File: config.mk
export PLATFORM = sky130hd
export DESIGN_NAME = seg_scan_mux
export DESIGN_NICKNAME = d
export VERILOG_FILES = /design/src/rtl/seg_scan_mux.sv
export SDC_FILE = /design/constraint.sdc
export NUM_CORES = 1
export LEC_CHECK = 0
export ABC_AREA = 1
export CELL_PAD_IN_SITES_DETAIL_PLACEMENT = 0
export CELL_PAD_IN_SITES_GLOBAL_PLACEMENT = 1
export CORE_AREA = 8 8 94 96
export CTS_CLUSTER_SIZE = 12
export DETAILED_ROUTE_END_ITERATION = 8
export DIE_AREA = 0 0 102 104
export PLACE_DENSITY_LB_ADDON = 0.1
export RECOVER_POWER = 100
export SKIP_CTS_REPAIR_TIMING = 1
export SLEW_MARGIN = 10
export SYNTH_ARGS = -nofsm -noshare
export SYNTH_HDL_FRONTEND = slang
export SYNTH_SLANG_ARGS = --single-unit
File: constraint.sdc
create_clock -name clk -period 2.93 [get_ports clk]
set_input_delay 0.879 -clock clk [delete_from_list [all_inputs] [get_ports clk]]
set_output_delay 0.879 -clock clk [all_outputs]
set_load 0.005 [all_outputs]
File: src/rtl/seg_scan_mux.sv
`timescale 1ns/1ps
// seg_scan_mux: time-multiplexes DIGITS hex nibbles onto one shared
// active-low seven-segment bus. It includes a refresh prescaler, hex decode,
// per-digit decimal points, leading-zero suppression and a dark gap
// between digits.
module seg_scan_mux #(
  parameter int DIGITS       = 4,
  parameter int TICK_DIV     = 100000,
  parameter int BLANK_CYCLES = 16
) (
  input  logic                clk,
  input  logic                r,
  input  logic                en,
  input  logic [4*DIGITS-1:0] digits,
  input  logic [DIGITS-1:0]   dp_mask,
  input  logic                lz_en,
  output logic [DIGITS-1:0]   an,
  output logic [6:0]          sseg,
  output logic                dp,
  output logic                frame_done
);

  localparam int MAXV = (TICK_DIV > BLANK_CYCLES) ? TICK_DIV : BLANK_CYCLES;
  localparam int CW   = (MAXV > 1) ? $clog2(MAXV) : 1;
  localparam int IW   = $clog2(DIGITS);

  localparam logic [CW-1:0] LIT_LAST = CW'(TICK_DIV - 1);
  localparam logic [CW-1:0] GAP_LAST = CW'((BLANK_CYCLES > 0) ? BLANK_CYCLES - 1 : 0);
  localparam logic [IW-1:0] IDX_LAST = IW'(DIGITS - 1);

  typedef enum logic {GAP, LIT} state_t;

  // With no blanking gap, every digit begins directly in its lit phase.
  localparam state_t FIRST_PHASE = (BLANK_CYCLES == 0) ? LIT : GAP;

  state_t              state_q, state_d;
  logic [IW-1:0]       idx_q, idx_d;
  logic [CW-1:0]       cnt_q, cnt_d;
  logic                run_q, run_d;
  logic [4*DIGITS-1:0] snapDigits_q, snapDigits_d;
  logic [DIGITS-1:0]   snapDp_q, snapDp_d;
  logic                snapLz_q, snapLz_d;
  logic                frameDone_d;
  logic [DIGITS-1:0]   an_q, an_d;
  logic [6:0]          sseg_q, sseg_d;
  logic                dp_q, dp_d;
  logic                frameDone_q;
  logic [DIGITS-1:0]   zeroFrom;
  logic [3:0]          nibble;
  logic                blank;

  function automatic logic [6:0] hexToSeg(input logic [3:0] nib);
    case (nib)
      4'h0:    return 7'b1000000;
      4'h1:    return 7'b1111001;
      4'h2:    return 7'b0100100;
      4'h3:    return 7'b0110000;
      4'h4:    return 7'b0011001;
      4'h5:    return 7'b0010010;
      4'h6:    return 7'b0000010;
      4'h7:    return 7'b1111000;
      4'h8:    return 7'b0000000;
      4'h9:    return 7'b0010000;
      4'hA:    return 7'b0001000;
      4'hB:    return 7'b0000011;
      4'hC:    return 7'b1000110;
      4'hD:    return 7'b0100001;
      4'hE:    return 7'b0000110;
      default: return 7'b0001110;
    endcase
  endfunction

  // Scan sequencing: restart on enable, gap/lit timing, digit advance,
  // and a fresh input snapshot whenever digit 0 begins a new frame.
  always_comb begin
    state_d      = state_q;
    idx_d        = idx_q;
    cnt_d        = cnt_q;
    run_d        = run_q;
    snapDigits_d = snapDigits_q;
    snapDp_d     = snapDp_q;
    snapLz_d     = snapLz_q;
    frameDone_d  = 1'b0;
    if (!en) begin
      state_d = GAP;
      idx_d   = '0;
      cnt_d   = '0;
      run_d   = 1'b0;
    end else if (!run_q) begin
      run_d        = 1'b1;
      state_d      = FIRST_PHASE;
      idx_d        = '0;
      cnt_d        = '0;
      snapDigits_d = digits;
      snapDp_d     = dp_mask;
      snapLz_d     = lz_en;
    end else begin
      case (state_q)
        GAP: begin
          if (cnt_q == GAP_LAST) begin
            state_d = LIT;
            cnt_d   = '0;
          end else begin
            cnt_d = cnt_q + 1'b1;
          end
        end
        LIT: begin
          if (cnt_q == LIT_LAST) begin
            state_d = FIRST_PHASE;
            cnt_d   = '0;
            if (idx_q == IDX_LAST) begin
              idx_d        = '0;
              frameDone_d  = 1'b1;
              snapDigits_d = digits;
              snapDp_d     = dp_mask;
              snapLz_d     = lz_en;
            end else begin
              idx_d = idx_q + 1'b1;
            end
          end else begin
            cnt_d = cnt_q + 1'b1;
          end
        end
        default: state_d = GAP;
      endcase
    end
  end

  // zeroFrom[i] is set when nibble i and every nibble above it are zero.
  always_comb begin
    zeroFrom = '0;
    for (int i = 0; i < DIGITS; i++) begin
      zeroFrom[i] = ((snapDigits_d >> (4 * i)) == '0);
    end
  end

  // The output image is computed from the next state so that the registered
  // pins change on the same edge as the state they reflect.
  always_comb begin
    an_d   = '1;
    sseg_d = 7'h7F;
    dp_d   = 1'b1;
    nibble = snapDigits_d[4*int'(idx_d) +: 4];
    blank  = snapLz_d && (idx_d != '0) && zeroFrom[idx_d];
    if (state_d == LIT) begin
      an_d = ~(DIGITS'(1) << idx_d);
      dp_d = ~snapDp_d[idx_d];
      if (!blank) begin
        sseg_d = hexToSeg(nibble);
      end
    end
  end

  // State, snapshot and output registers; reset forces the display dark at once.
  always_ff @(posedge clk or negedge r) begin
    if (!r) begin
      state_q      <= GAP;
      idx_q        <= '0;
      cnt_q        <= '0;
      run_q        <= 1'b0;
      snapDigits_q <= '0;
      snapDp_q     <= '0;
      snapLz_q     <= 1'b0;
      an_q         <= '1;
      sseg_q       <= 7'h7F;
      dp_q         <= 1'b1;
      frameDone_q  <= 1'b0;
    end else begin
      state_q      <= state_d;
      idx_q        <= idx_d;
      cnt_q        <= cnt_d;
      run_q        <= run_d;
      snapDigits_q <= snapDigits_d;
      snapDp_q     <= snapDp_d;
      snapLz_q     <= snapLz_d;
      an_q         <= an_d;
      sseg_q       <= sseg_d;
      dp_q         <= dp_d;
      frameDone_q  <= frameDone_d;
    end
  end

  assign an         = an_q;
  assign sseg       = sseg_q;
  assign dp         = dp_q;
  assign frame_done = frameDone_q;

endmodule

==> impl_metrics.csv, run 1 <==
group,metric,value,unit
route,first_pass_iters,4,
sta,period_needed,2700,ps
synth,synth_edf_count,0,
sta,whs,472.1,ps
clock_tree,numClockSinks,55,
global_routing,overflow,0,
sta,rsz0062_at_grt,"false",
floorplanning,rows,32,
global_routing,grtUsageTotal,0.1348,
route,remaining_drc_errors,0,
sta,finalWorstSetupSlack,230.1,ps
floorplanning,die_y,104,um
finish,final_common_cell,"nand2_1",
synth,synthArstFlopShare,1.000,
critical_path,cp-start-kind,"input port",
route,routed_wl,6.577,mm
run_status,status,"finished, violations left",
sta,finalCritPeriodShare,0.9215,
sta,clock.fmax,0.3704,GHz
critical_path,cp_max_fo,5,
synth,netlist-cell-type-count,41,
route,wl_per_cell,13.05,um
route,vias,2315,
floorplanning,dieArea,10610,um2
floorplanning,top_level_ports,37,
floorplanning,die_x,102,um
finish,layout_common_cells,"nand2_1, dfrtp_1, nand3_1",
critical_path,critical_path_class,"input port to register",
clock_tree,cts.clk_slew.worst_paths,100,ps
sta,relSlewSlack,-0.03002,
power_and_ir_drop,cellPowerDensity,430.2,nW/um2
finish,drive_gt1_frac,0.2040,
placement,post-place-ws,-28.95,ps
clock_tree,cts_buffers,5,
placement,gp_congestion,0.7722,
synth,syn-num-nets,376,
critical_path,cp-end-kind,"register",
power_and_ir_drop,ir_drop,0.0002126,V
worst_hold_path,hp-class,"register to register",
placement,dp_hpwl,5.138,mm
sta,fin_tns_setup,0,ps
finish,syn_to_final_growth,21.12,%
placement,port_buffers,36,
floorplanning,core-area,7447,um2
global_routing,grt_pass1_vias,2426,
finish,n_antenna_cell,0,
synth,synthCells,346,
route,routed_via_density,4.593,
clock_tree,cts-root-buf,"clkbuf_8",
sta,worst_pin_slew,1545,ps
global_routing,antenna_found_initial,0,
critical_path,cp.required,3170,ps
clock_tree,cts_max_path_buffers,2,
sta,finalMaxSlewViolations,29,
sta,finalHoldViolCount,0,
floorplanning,initial_core_util,0.4049,
power_and_ir_drop,leakage,1.641,nW
synth,ys.flop_type,"dfrtp_1",
global_routing,grt_start_max_net_pins,29,
critical_path,crit_arrival,2940,ps
run_status,failed_checks,"max-capacitance violations, max-slew violations",
route,ant_nets,0,
sta,clock_skew,5.053,ps
synth,synth_area,3015,um2
finish,fillers,785,
route,initialDrtViolationCount,56,
clock_tree,cts.htree.levels,2,
clock_tree,cts_tree,"yes",
global_routing,grt_pass1_wl,11.46,mm
synth,yosys_register_bits,55,
synth,yosysWarnings,0,
synth,syn_avg_cell_area,8.715,um2
flow_run,max-cap-violations,1,
finish,layout.nets,431,
synth,yosysSeqAreaShare,0.4614,
clock_tree,insertion_delay,300,ps
sta,setup_viol,0,
==> critical path, stage by stage <==
cell           delay, ps
dlygate4sd3_1        570
nand2_1               80
inv_1                180
nand3_4              160
inv_2                140
nor2_8                50
nand2_1               60
nand2_1               80
nor2_4               160
inv_2                 60
ha_1                 230
inv_1                 90
nand2_1               50
nand3_1               80
nand3_1               70
==> synthesized netlist by cell type, drive strengths merged (2+ instances only) <==
cell type | number | area share
nand2 | 120 | 0.20
dfrtp | 43 | 0.36
nor2 | 40 | 0.076
nand3 | 39 | 0.075
inv | 38 | 0.048
dfstp | 12 | 0.10
nor3 | 7 | 0.017
ha | 6 | 0.025
nand4 | 6 | 0.019
o21ai | 6 | 0.010
buf | 4 | 0.012
nor3b | 4 | 0.010
a21oi | 3 | 0.0050
nor4 | 3 | 0.0062
xor2 | 3 | 0.0087
a211oi | 2 | 0.0050
clkbuf | 2 | 0.0025
==> final cells by class <==
cell class              count  area, um2  share of cell area
flip-flops and latches     55       1391              0.3810
clock inverters             3      43.79             0.01199
repair buffers             54      471.7              0.1292
clock buffers               5      68.82             0.01884
inverters                  39      150.1             0.04111
multi-input cells         246       1399              0.3830
well taps                 102      127.6             0.03494
==> layer usage <==
metal / vias to the layer above / share of wire / routed length [um] / global-route usage
li1: 1204 / - / - / -
met1: 1071 / 0.45 / 2977 / 0.1683
met2: 32 / 0.50 / 3271 / 0.2229
met3: 8 / 0.031 / 203 / 0.02811
met4: 0 / 0.019 / 123 / 0.04407
met5: - / 0 / 0 / 0
==> cells by family after synthesis <==
group	count (synthesis)	share of synthesized area
DFF	55	0.4614
muxes	1	0.003320
xor gates and xnor gates	4	0.01162
adders and majority gates	6	0.02490
AOI/OAI and AO/OA	14	0.02780
and+or+nand+nor	221	0.4071
buffers and inverters	45	0.06390
==> sequential cells by signal, indices dropped and copies added (netlist names) <==
register      count
cnt_q            17
state_q           1
run_q             1
idx_q             2
sseg              7
snapLz_q          1
an                4
dp                1
snapDp_q          4
frame_done        1
snapDigits_q     16
==> metrics by stage <==
stage               utilization  instances  power, mW  instance area (um2)
floorplan                     -        346     0.9978                 3015
global placement         0.4839        496      1.096                 3603
detailed placement       0.4839        496      1.099                 3603
CTS                      0.4990        504      1.617                 3716
global route             0.4904        504      1.663                 3652
finish                   0.4904        504      1.571                 3652
==> where the power goes <==
part / internal, mW / total (mW) / switching (mW)
registers: 0.797 / 0.811 / 0.0134
logic: 0.103 / 0.256 / 0.154
clock network: 0.255 / 0.504 / 0.249
total: 1.15 / 1.57 / 0.416
==> path summary, 6_finish.rpt <==
| check | to | slack (ps) | start | depth (start not counted) |
|---|---|---|---|---|
| max in group asynchronous | cnt_q[13]$_DFF_PN0_ | 580 | r | 2 |
| min in group asynchronous | cnt_q[2]$_DFF_PN0_ | 930 | r | 1 |
| hold reg to reg | cnt_q[0]$_DFF_PN0_ | 470 | cnt_q[0]$_DFF_PN0_ | 1 |
| setup reg to reg | sseg[3]$_DFF_PN1_ | 350 | cnt_q[12]$_DFF_PN0_ | 17 |
| hold / removal | cnt_q[0]$_DFF_PN0_ | 470 | cnt_q[0]$_DFF_PN0_ | 1 |
| setup / recovery | sseg[3]$_DFF_PN1_ | 230 | en | 15 |
No activity file was read; power rests on OpenSTA's default activity.
==> run 2: changes to the inputs <==
--- a/config.mk
+++ b/config.mk
@@ -8,12 +8,13 @@
 export ABC_AREA = 1
 export CELL_PAD_IN_SITES_DETAIL_PLACEMENT = 0
 export CELL_PAD_IN_SITES_GLOBAL_PLACEMENT = 1
-export CORE_AREA = 8 8 94 96
+export CORE_AREA = 8 8 102 104
 export CTS_CLUSTER_SIZE = 12
 export DETAILED_ROUTE_END_ITERATION = 8
-export DIE_AREA = 0 0 102 104
+export DIE_AREA = 0 0 110 112
 export PLACE_DENSITY_LB_ADDON = 0.1
 export RECOVER_POWER = 100
+export REMOVE_ABC_BUFFERS = 1
 export SKIP_CTS_REPAIR_TIMING = 1
 export SLEW_MARGIN = 10
 export SYNTH_ARGS = -nofsm -noshare
==> constraint.sdc (replaced) <==
create_clock -name clk -period 3.17 [get_ports clk]
set_input_delay 0.951 -clock clk [delete_from_list [all_inputs] [get_ports clk]]
set_output_delay 0.951 -clock clk [all_outputs]
set_load 0.005 [all_outputs]
==> run 2 against run 1 <==
  * The flow now finishes without violations
  * Combinational power is 11% lower
  * Count of clock-buffer cells in the layout unchanged
  * Utilization is 8.8 points lower
  * Critical endpoint is now sseg[6]$_DFF_PN1_
==> impl_metrics.csv, run 2 (synthesis results as in run 1) <==
group,metric,value,unit
run_status,status,"completed",
power_and_ir_drop,ir_drop,0.0001670,V
sta,whs,468.5,ps
finish,layout.nets,423,
route,wl_per_cell,13.70,um
critical_path,crit_arrival,3080,ps
floorplanning,die_y,112,um
clock_tree,insertion_delay,310,ps
floorplanning,dieArea,12320,um2
finish,largest_register,"cnt_q",
route,vias,2300,
critical_path,crit_top_cell,"nand2_1",
clock_tree,cts.htree.levels,2,
clock_tree,numClockSinks,55,
finish,final_cells,505,
sta,clock.fmax,0.3512,GHz
global_routing,grtUsageTotal,0.1251,
floorplanning,initial_core_util,0.3392,
critical_path,cp_max_fo,15,
floorplanning,die_x,110,um
sta,setup_viol,0,
route,remaining_drc_errors,0,
route,ant_nets,0,
critical_path,cp-start-kind,"input port",
route,routed_wl,6.917,mm
critical_path,crit_slowest_cell,"clkdlybuf4s50_1",
critical_path,critical_path_class,"input port to register",
sta,rsz0062_at_grt,"false",
finish,drive_gt1_frac,0.1853,
sta,worst_pin_slew,1066,ps
finish,layout_common_cells,"nand2_1, dfrtp_1, nand3_1",
sta,clock_skew,9.421,ps
clock_tree,cts_buffers,5,
sta,finalMaxSlewViolations,0,
global_routing,grt_pass1_wl,12.16,mm
finish,stdcell_area,3578,um2
power_and_ir_drop,leakage,1.603,nW
sta,relSlewSlack,0.2893,
placement,port_buffers,36,
route,routed_via_density,4.554,
clock_tree,cts_tree,"yes",
worst_hold_path,hp-class,"register to register",
sta,fin_tns_setup,0,ps
placement,place_inst,497,
placement,place_area,3555,um2
sta,finalHoldViolCount,0,
critical_path,max_stage_delay,480,ps
finish,final_common_cell,"nand2_1",
floorplanning,top_level_ports,37,
critical_path,cp-end-kind,"register",
clock_tree,cts.clk_slew.worst_paths,100,ps
critical_path,cp_top_family,"simple AND/OR/NAND/NOR gates",
placement,gp_congestion,0.7893,
clock_tree,cts-root-buf,"clkbuf_8",
power_and_ir_drop,cellPowerDensity,382.6,nW/um2
finish,syn_to_final_growth,18.67,%
critical_path,crit_chain,"clkdlybuf4s50_1 > clkbuf_1 > nand2_4 > nand2_1 > nand2_1 > nand2_1 > nand2_1 > nor2_2 > inv_1 > ha_1 > nand2_2 > nand2_1 > nand2_1 > nand3_1",
finish,n_antenna_cell,0,
global_routing,grt_start_max_net_pins,43,
finish,largest_reg_flops,17,
flow_run,max-cap-violations,0,
global_routing,antenna_found_initial,0,
sta,period_needed,2847,ps
floorplanning,rows,35,
global_routing,overflow,0,
global_routing,grt_pass1_vias,2475,
route,first_pass_iters,4,
placement,dp_hpwl,5.297,mm
critical_path,crit_buf_inv,3,
floorplanning,core-area,8890,um2
critical_path,cp.required,3400,ps
clock_tree,cts_max_path_buffers,2,
sta,finalCritPeriodShare,0.8982,
route,initialDrtViolationCount,54,
[run 2: worst paths after layout]
check | slack, ps | depth (start not counted) | startpoint | endpoint
setup / recovery | 320 | 14 | en | sseg[6]$_DFF_PN1_
hold / removal | 470 | 1 | cnt_q[0]$_DFF_PN0_ | cnt_q[0]$_DFF_PN0_
setup reg to reg | 440 | 17 | cnt_q[12]$_DFF_PN0_ | sseg[6]$_DFF_PN1_
hold reg to reg | 470 | 1 | cnt_q[0]$_DFF_PN0_ | cnt_q[0]$_DFF_PN0_
max in group asynchronous | 980 | 2 | r | snapDp_q[0]$_DFF_PN0_
min in group asynchronous | 680 | 1 | r | cnt_q[9]$_DFF_PN0_
[run 2: area by class of cell]
class	instances	area (um2)
repair buffers	46	415.4
fillers	923	5311
clock buffers	5	68.82
multi-input cells	246	1399
well taps	111	138.9
inverters	39	150.1
clock inverters	3	15.01
flip-flops and latches	55	1391
[run 2: worst register-to-register path: cells and delay by family (launching register included)]
family	cells	cell delay [ps]
buffers and inverters	1	90
flip-flops	1	430
AND/OR/NAND/NOR	15	1900
adder cells (fa/ha/maj)	1	220
[run 2: layer usage]
metal | vias up | global-route usage | part of all wire
met1 | 1075 | 0.1643 | 0.48
li1 | 1191 | - | -
met3 | 4 | 0.02137 | 0.029
met5 | - | 0 | 0
met2 | 30 | 0.2007 | 0.48
met4 | 0 | 0.04054 | 0.0078
[run 2: where the power goes]
| group | switching (mW) | internal (mW) | leakage [nW] |
|---|---|---|---|
| clock | 0.239 | 0.152 | 0.0477 |
| combinational | 0.141 | 0.0871 | 0.870 |
| sequential | 0.0130 | 0.737 | 0.685 |
[run 2: per-stage QoR]
| stage | power [mW] | util | worst slack (ps) |
|---|---|---|---|
| 2_1_floorplan | 0.9142 | - | 778.8 |
| 3_3_place_gp | 1.007 | 0.3999 | 136.0 |
| 3_5_place_dp | 1.007 | 0.3999 | 91.18 |
| 4_1_cts | 1.409 | 0.4093 | 429.3 |
| 5_1_grt | 1.455 | 0.4025 | 106.5 |
| 6_report | 1.369 | 0.4025 | 322.6 |
==> run 3: changes to the inputs <==
--- a/config.mk
+++ b/config.mk
@@ -14,7 +14,7 @@
 export DIE_AREA = 0 0 110 112
 export PLACE_DENSITY_LB_ADDON = 0.1
 export RECOVER_POWER = 100
-export REMOVE_ABC_BUFFERS = 1
+export SETUP_SLACK_MARGIN = 0.2
 export SKIP_CTS_REPAIR_TIMING = 1
 export SLEW_MARGIN = 10
 export SYNTH_ARGS = -nofsm -noshare
==> run 3 against run 2 <==
  * Utilization rose by 0.51 points
  * Power rose by 12%
  * Clock skew rose by 1.4 ps
  * Clock power rose by 41%
  * Setup slack improved by 53 ps
  * Non-clock buffer count fell by 1
  * Critical path type unchanged
  * Largest power group unchanged
==> impl_metrics.csv, run 3 (synthesis results as in run 1) <==
group,metric,value,unit
route,first_pass_iters,4,
critical_path,cp.required,3400,ps
power_and_ir_drop,p_clk_frac,0.359,
global_routing,antenna_found_initial,0,
placement,port_buffers,36,
placement,gp_congestion,0.7800,
route,routed_wl,6.626,mm
flow_run,max-cap-violations,0,
clock_tree,cts.htree.levels,2,
placement,post-place-ws,102.6,ps
critical_path,crit_arrival,3020,ps
sta,finalMaxSlewViolations,0,
finish,n_antenna_cell,0,
critical_path,cp_max_fo,6,
worst_hold_path,hp-class,"register to register",
critical_path,critical_path_class,"input port to register",
sta,fin_tns_setup,0,ps
power_and_ir_drop,p_comb_frac,0.151,
route,routed.top_layer,"met4",
finish,largest_register,"cnt_q",
route,vias,2264,
worst_hold_path,hold_depth,1,
power_and_ir_drop,switchingPower,390.1,uW
floorplanning,rows,35,
floorplanning,die_y,112,um
power_and_ir_drop,seqPwrFrac,0.490,
global_routing,grtUsageTotal,0.1185,
sta,finalHoldViolCount,0,
route,wl_met3,174,um
floorplanning,die_x,110,um
power_and_ir_drop,swShare,0.2546,
power_and_ir_drop,leakage,1.616,nW
placement,place_area,3547,um2
clock_tree,cts-root-buf,"clkbuf_8",
finish,fillers,909,
global_routing,grt_pass1_wl,11.72,mm
clock_tree,insertion_delay,310,ps
floorplanning,core-area,8890,um2
route,met2_length,3.367,mm
clock_tree,cts_tree,"yes",
clock_tree,cts_buffers,5,
power_and_ir_drop,cellPowerDensity,422.8,nW/um2
route,met1Wirelength,3.007,mm
clock_tree,cts.clk_slew.worst_paths,100,ps
critical_path,cp-end-kind,"register",
sta,rsz0062_at_grt,"false",
route,wl_per_cell,13.15,um
finish,layout.nets,422,
critical_path,r2r_cells,17,
clock_tree,numClockSinks,55,
sta,setup_viol,0,
route,initialDrtViolationCount,62,
finish,stdcell_area,3623,um2
sta,finalCritPeriodShare,0.8814,
route,remaining_drc_errors,0,
sta,period_needed,2794,ps
clock_tree,cts_max_path_buffers,2,
sta,clock.fmax,0.3579,GHz
global_routing,overflow,0,
finish,layout_common_cells,"nand2_1, dfrtp_1, nand3_1",
power_and_ir_drop,ir_drop,0.0003050,V
critical_path,cp-start-kind,"input port",
finish,drive_gt1_frac,0.1858,
floorplanning,initial_core_util,0.3392,
global_routing,grt_pass1_vias,2498,
finish,syn_to_final_growth,20.17,%
finish,largest_reg_flops,17,
floorplanning,dieArea,12320,um2
placement,dp_hpwl,5.157,mm
global_routing,grt_start_max_net_pins,31,
sta,finalWorstSetupSlack,375.9,ps
sta,worst_pin_slew,1443,ps
run_status,status,"completed",
sta,relSlewSlack,0.03808,
sta,clock_skew,10.87,ps
route,ant_nets,0,
route,routed_via_density,4.492,
floorplanning,top_level_ports,37,
power_and_ir_drop,intPower,1.142,mW
finish,final_common_cell,"nand2_1",
run 3: routing by layer:
metal	track usage	up-vias
met2	0.2055	26
met1	0.1419	1042
li1	-	1191
met4	0.03063	0
met3	0.02600	5
met5	0	-
run 3: stage by stage:
step / total power, mW / instances / hold slack, ps / utilization
3_5_place_dp: 1.010 / 496 / 459.0 / 0.3990
2_1_floorplan: 0.9222 / 346 / 432.9 / -
3_3_place_gp: 1.011 / 496 / 448.5 / 0.3990
4_1_cts: 1.567 / 504 / 474.2 / 0.4139
5_1_grt: 1.618 / 504 / 503.8 / 0.4076
6_report: 1.532 / 504 / 474.9 / 0.4076
run 3: area by class of cell:
class,instances,area [um2],area share
Clock buffer,6,72.57,0.02003
Inverter,39,150.1,0.04144
Sequential cell,55,1391,0.3840
Tap cell,111,138.9,0.03833
Clock inverter,2,60.06,0.01657
Timing Repair Buffer,45,411.6,0.1136
Multi-Input combinational cell,246,1399,0.3860
run 3: power groups by stage:
| stage | Sequential, mW | Clock (mW) | Combinational (mW) |
|---|---|---|---|
| after floorplan | 0.763 | 0 | 0.159 |
| after global placement | 0.764 | 0 | 0.247 |
| after detailed placement | 0.765 | 0 | 0.245 |
| after CTS | 0.752 | 0.569 | 0.247 |
| after global routing | 0.755 | 0.595 | 0.268 |
| final | 0.751 | 0.550 | 0.231 |
run 3: worst max-delay path: stages:
cell and delay (ps):
clkdlybuf4s50_1 490, nand2_1 80, inv_1 180, nand3_4 160
inv_1 190, nor2_8 60, nand2_1 60, nand2_1 70
nor2_2 170, inv_1 90, ha_1 210, nand2_1 110
nand2_1 60, nand2_1 60, nand3_1 60
run 3: worst paths after layout:
check | startpoint | endpoint | slack [ps]
worst max-delay path | en | sseg[6]$_DFF_PN1_ | 380
worst min-delay path | cnt_q[0]$_DFF_PN0_ | cnt_q[0]$_DFF_PN0_ | 470
worst max register to register | cnt_q[0]$_DFF_PN0_ | sseg[3]$_DFF_PN1_ | 460
worst min register to register | cnt_q[0]$_DFF_PN0_ | cnt_q[0]$_DFF_PN0_ | 470
max in group asynchronous | r | state_q$_DFF_PN0_ | 800
min in group asynchronous | r | snapDp_q[2]$_DFF_PN0_ | 950
==> RTL edit 1 (flow settings as in run 1) <==
Register the output `sseg` once more, with the module's reset; this adds one clock of latency there. The other outputs are not delayed to match.
--- a/src/rtl/seg_scan_mux.sv
+++ b/src/rtl/seg_scan_mux.sv
@@ -183,3 +183,9 @@
   assign an         = an_q;
-  assign sseg       = sseg_q;
+  always_ff @(posedge clk or negedge r) begin
+    if (!r) begin
+      sseg <= '0;
+    end else begin
+      sseg <= sseg_q;
+    end
+  end
   assign dp         = dp_q;
Function: changed (a bounded check fails within 4 cycles, from zero or initial values).
==> RTL edit 1 against run 1 <==
  * Area after synthesis rose by 5.1%
  * Total power increased by 21%
  * Sequential cell count is 7 higher
  * Die area did not move
  * Setup slack better by 0.032 ns
  * Sequential power is 12% higher
  * Utilization is 3.1 points higher
  * Cell count rose by 3.0%
  * Final area is 6.4% higher
  * Wire length grew 4.7%
  * Largest cell class is now flip-flops and latches
  * Largest power group unchanged
==> RTL edit 1: results (changes against run 1) <==
WL/cell 13.3 µm (+1.6%); Starting DRT DRC Count 144 (+160%); Pre-Repair DR Iteration Count 5 (+1); number of global-route vias before repair 2501 (+3.1%); Clock transition at path regs 0.08 ns (-0.02 ns); hold endpoint sseg[4]$_DFF_PN0_; Post-Synth Adder-Cell Area 0.0237 (-0.00122); Data buffer area share 0.128 (-0.00162); Clock buffer cells 9 (+4); crit-path max FO 9 (+4); Reg2Reg Depth 16 (-1); Final period util 0.911 (-0.0109); clock network power share 0.384 (+0.063); first-pass GRT wire length 12100 µm (+6.0%); hold_sp sseg_q[4]$_DFF_PN1_; Reg area 1570 µm² (+13%); CP endpoint sseg_q[5]$_DFF_PN1_; Place WS -0.0236 ns (+0.00538 ns); Gate power share 0.138 (-0.025); hpwl dp 5380 µm (+4.7%); Synth area leaders dfrtp_1 (39%), nand2_1 (10%), dfstp_2 (9.9%), nand3_1 (5.4%), nand2_2 (5.3%); Mapped Nets 382 (+1.6%); Clock buf/inv share 0.0486 (+0.0178); status completed; largest net degree at the start of global routing 33 (+14%); share of cells above drive strength 1 0.223 (+0.0190); critical path's slowest cell clkdlybuf4s50_1; Slew headroom 0.106 (+0.136); multiplexer area fraction after synthesis 0.00316 (-0.000162); CP peak stage delay 0.49 ns (-0.08 ns); slack of the worst reg-to-reg path 0.33 ns (-0.02 ns); Max VDD drop 198 µV (-6.9%); Worst R2R Start cnt_q[0]$_DFF_PN0_; clock insertion delay at the later pin of the skew report 0.34 ns (+0.04 ns); Compound-Gate Fraction of Synth Area 0.0296 (+0.00180); H-tree depth 3 (+1); Fill cells 749 (-4.6%); nonclk inv count 36 (-7.7%)
## RTL edit 1: cell types whose count changed in the layout (fill, tap and decap cells not counted), moves of 3 or more
cell,run 1,this run
clkbuf_1,5,8
nand3_2,1,5
dfrtp_1,43,50
inv_1,31,27
nand4_1,4,8
nand2_2,11,20
nand2_4,13,4
clkbuf_8,5,9
buf_4,13,10
## RTL edit 1: routing by layer
layer,wire [µm],part of all wire,vias to the layer above,track usage
met3,255,0.037,15,0.0328
met4,188,0.027,0,0.0787
met5,0,0,-,0
met2,3360,0.49,56,0.219
li1,-,-,1239,-
met1,3080,0.45,1140,0.185
## RTL edit 1: metrics by stage
| stage | utilization | power, µW |
|---|---|---|
| 2_1_floorplan | - | 1090 |
| 3_3_place_gp | 0.505 | 1190 |
| 3_5_place_dp | 0.505 | 1200 |
| 4_1_cts | 0.531 | 1930 |
| 5_1_grt | 0.522 | 2000 |
| 6_report | 0.522 | 1900 |
==> RTL edit 2 (settings of run 1) <==
Made on the original files. Change the parameter `TICK_DIV` from 100000 to 50000.
--- a/src/rtl/seg_scan_mux.sv
+++ b/src/rtl/seg_scan_mux.sv
@@ -7,3 +7,3 @@
   parameter int DIGITS       = 4,
-  parameter int TICK_DIV     = 100000,
+  parameter int TICK_DIV     = 50000,
   parameter int BLANK_CYCLES = 16
Formal check against the unedited RTL: no difference found for any inputs over 10 cycles, from zero or initial values; that may be too few to reach the edited logic, so the function may still have changed.
==> RTL edit 2 against run 1 <==
  * Final area fell by 1.3%
  * Hold slack lost 0.019 ns
  * Fmax increased by 0.76%
  * Cell count decreased by 0.99%
  * Register-to-register slack improved by 0.02 ns
  * Clock skew increased by 0.0018 ns
  * Setup slack improved by 0.020 ns
  * Via count decreased by 0.78%
  * Count of clock-buffer cells in the layout grew 2
  * Sequential cell count decreased by 1
  * Total power is 2.5% lower
  * Area after synthesis is 0.21% lower
  * First-iteration DRC count rose by 25%
  * Wire length shrank 1.8%
==> RTL edit 2: results (changes against run 1) <==
hpwl dp 5030 µm (-2.1%); M3 GR Usage 0.0274 (-0.000669); number of nets in the layout 426 (-1.2%); Place WS -0.0300 ns (-0.00107 ns); grt met1 use 0.173 (+0.00432); top cells by count, synth nand2_1 (85), dfrtp_1 (42), nand3_1 (32); worst slew pin tran 1.31 ns (-0.231 ns); GRT Util Overall 0.137 (+0.00217); sequential share of the synthesized area 0.454 (-0.00736); CP Data Arrival Time 2.93 ns (about the same); met3 wire length 204 µm (+0.49%); Max VDD drop 256 µV (+20%); Starting DRT DRC Count 70 (+25%); share of cells above drive strength 1 0.212 (+0.00761); Mapped Nets 375 (-0.27%); met2 wire length 3190 µm (-2.4%); Yosys cell types 40 (-2.4%); Leak 0.00161 µW (-1.7%); first-pass GRT wire length 11800 µm (+2.7%); Area after DPL 3560 µm² (-1.3%); Via-to-Cell Ratio 4.60 (+0.22%); Fill cells 760 (-3.2%); met1 WL 3000 µm (+0.91%); final RePlAce weighted congestion 0.831 (+7.6%); Root Driver clkbuf_8; met2 usage 0.228 (+0.00511); Synth area leaders dfrtp_1 (35%), nand2_1 (11%), dfstp_2 (10%), nand3_1 (5.3%), nand2_2 (4.4%); Clock Skews 0.00687 ns (+0.00181 ns); status completed; largest net degree at the start of global routing 31 (+6.9%); number of global-route vias before repair 2498 (+3.0%); Cells after DPL 491 (-1.0%)
-- RTL edit 2: cell types whose count changed after synthesis, moves of 3 or more --
cell	before	now
nor2_4	2	6
nand2_1	90	85
nand2_4	15	10
nand3_1	36	32
nor2_2	6	3
o21ai_0	5	1
nor3_1	5	8
nand3_2	1	4
nand2_2	15	21
-- RTL edit 2: where the power goes --
part / switching, µW / internal, µW
clock: 252 / 217
combinational: 160 / 105
sequential: 14.3 / 783
-- RTL edit 2: path summary, 6_finish.rpt --
| check | from | endpoint | slack (ns) | depth (start not counted) |
|---|---|---|---|---|
| hold / removal | cnt_q[0]$_DFF_PN0_ | cnt_q[0]$_DFF_PN0_ | 0.45 | 1 |
| max in group asynchronous | r | snapDp_q[1]$_DFF_PN0_ | 0.69 | 2 |
| setup / recovery | en | sseg[3]$_DFF_PN1_ | 0.25 | 15 |
| hold reg to reg | cnt_q[0]$_DFF_PN0_ | cnt_q[0]$_DFF_PN0_ | 0.45 | 1 |
| setup reg to reg | cnt_q[0]$_DFF_PN0_ | sseg[3]$_DFF_PN1_ | 0.37 | 17 |
| min in group asynchronous | r | cnt_q[5]$_DFF_PN0_ | 0.84 | 1 |
-- RTL edit 2: logic make-up after synthesis --
group	synth area share
AO/OA/AOI/OAI	0.0283
flip-flops	0.454
adder cells (fa/ha/maj)	0.0249
XOR/XNOR	0.0146
buffers and inverters	0.0674
AND/OR/NAND/NOR	0.411
-- RTL edit 2: layout make-up --
type | count | area, µm² | area share
Clock inverter | 1 | 8.76 | 0.00243
Clock buffer | 7 | 96.3 | 0.0267
Tap cell | 102 | 128 | 0.0354
Timing Repair Buffer | 50 | 445 | 0.124
Sequential cell | 54 | 1370 | 0.379
Multi-Input combinational cell | 246 | 1410 | 0.391
Inverter | 39 | 149 | 0.0413
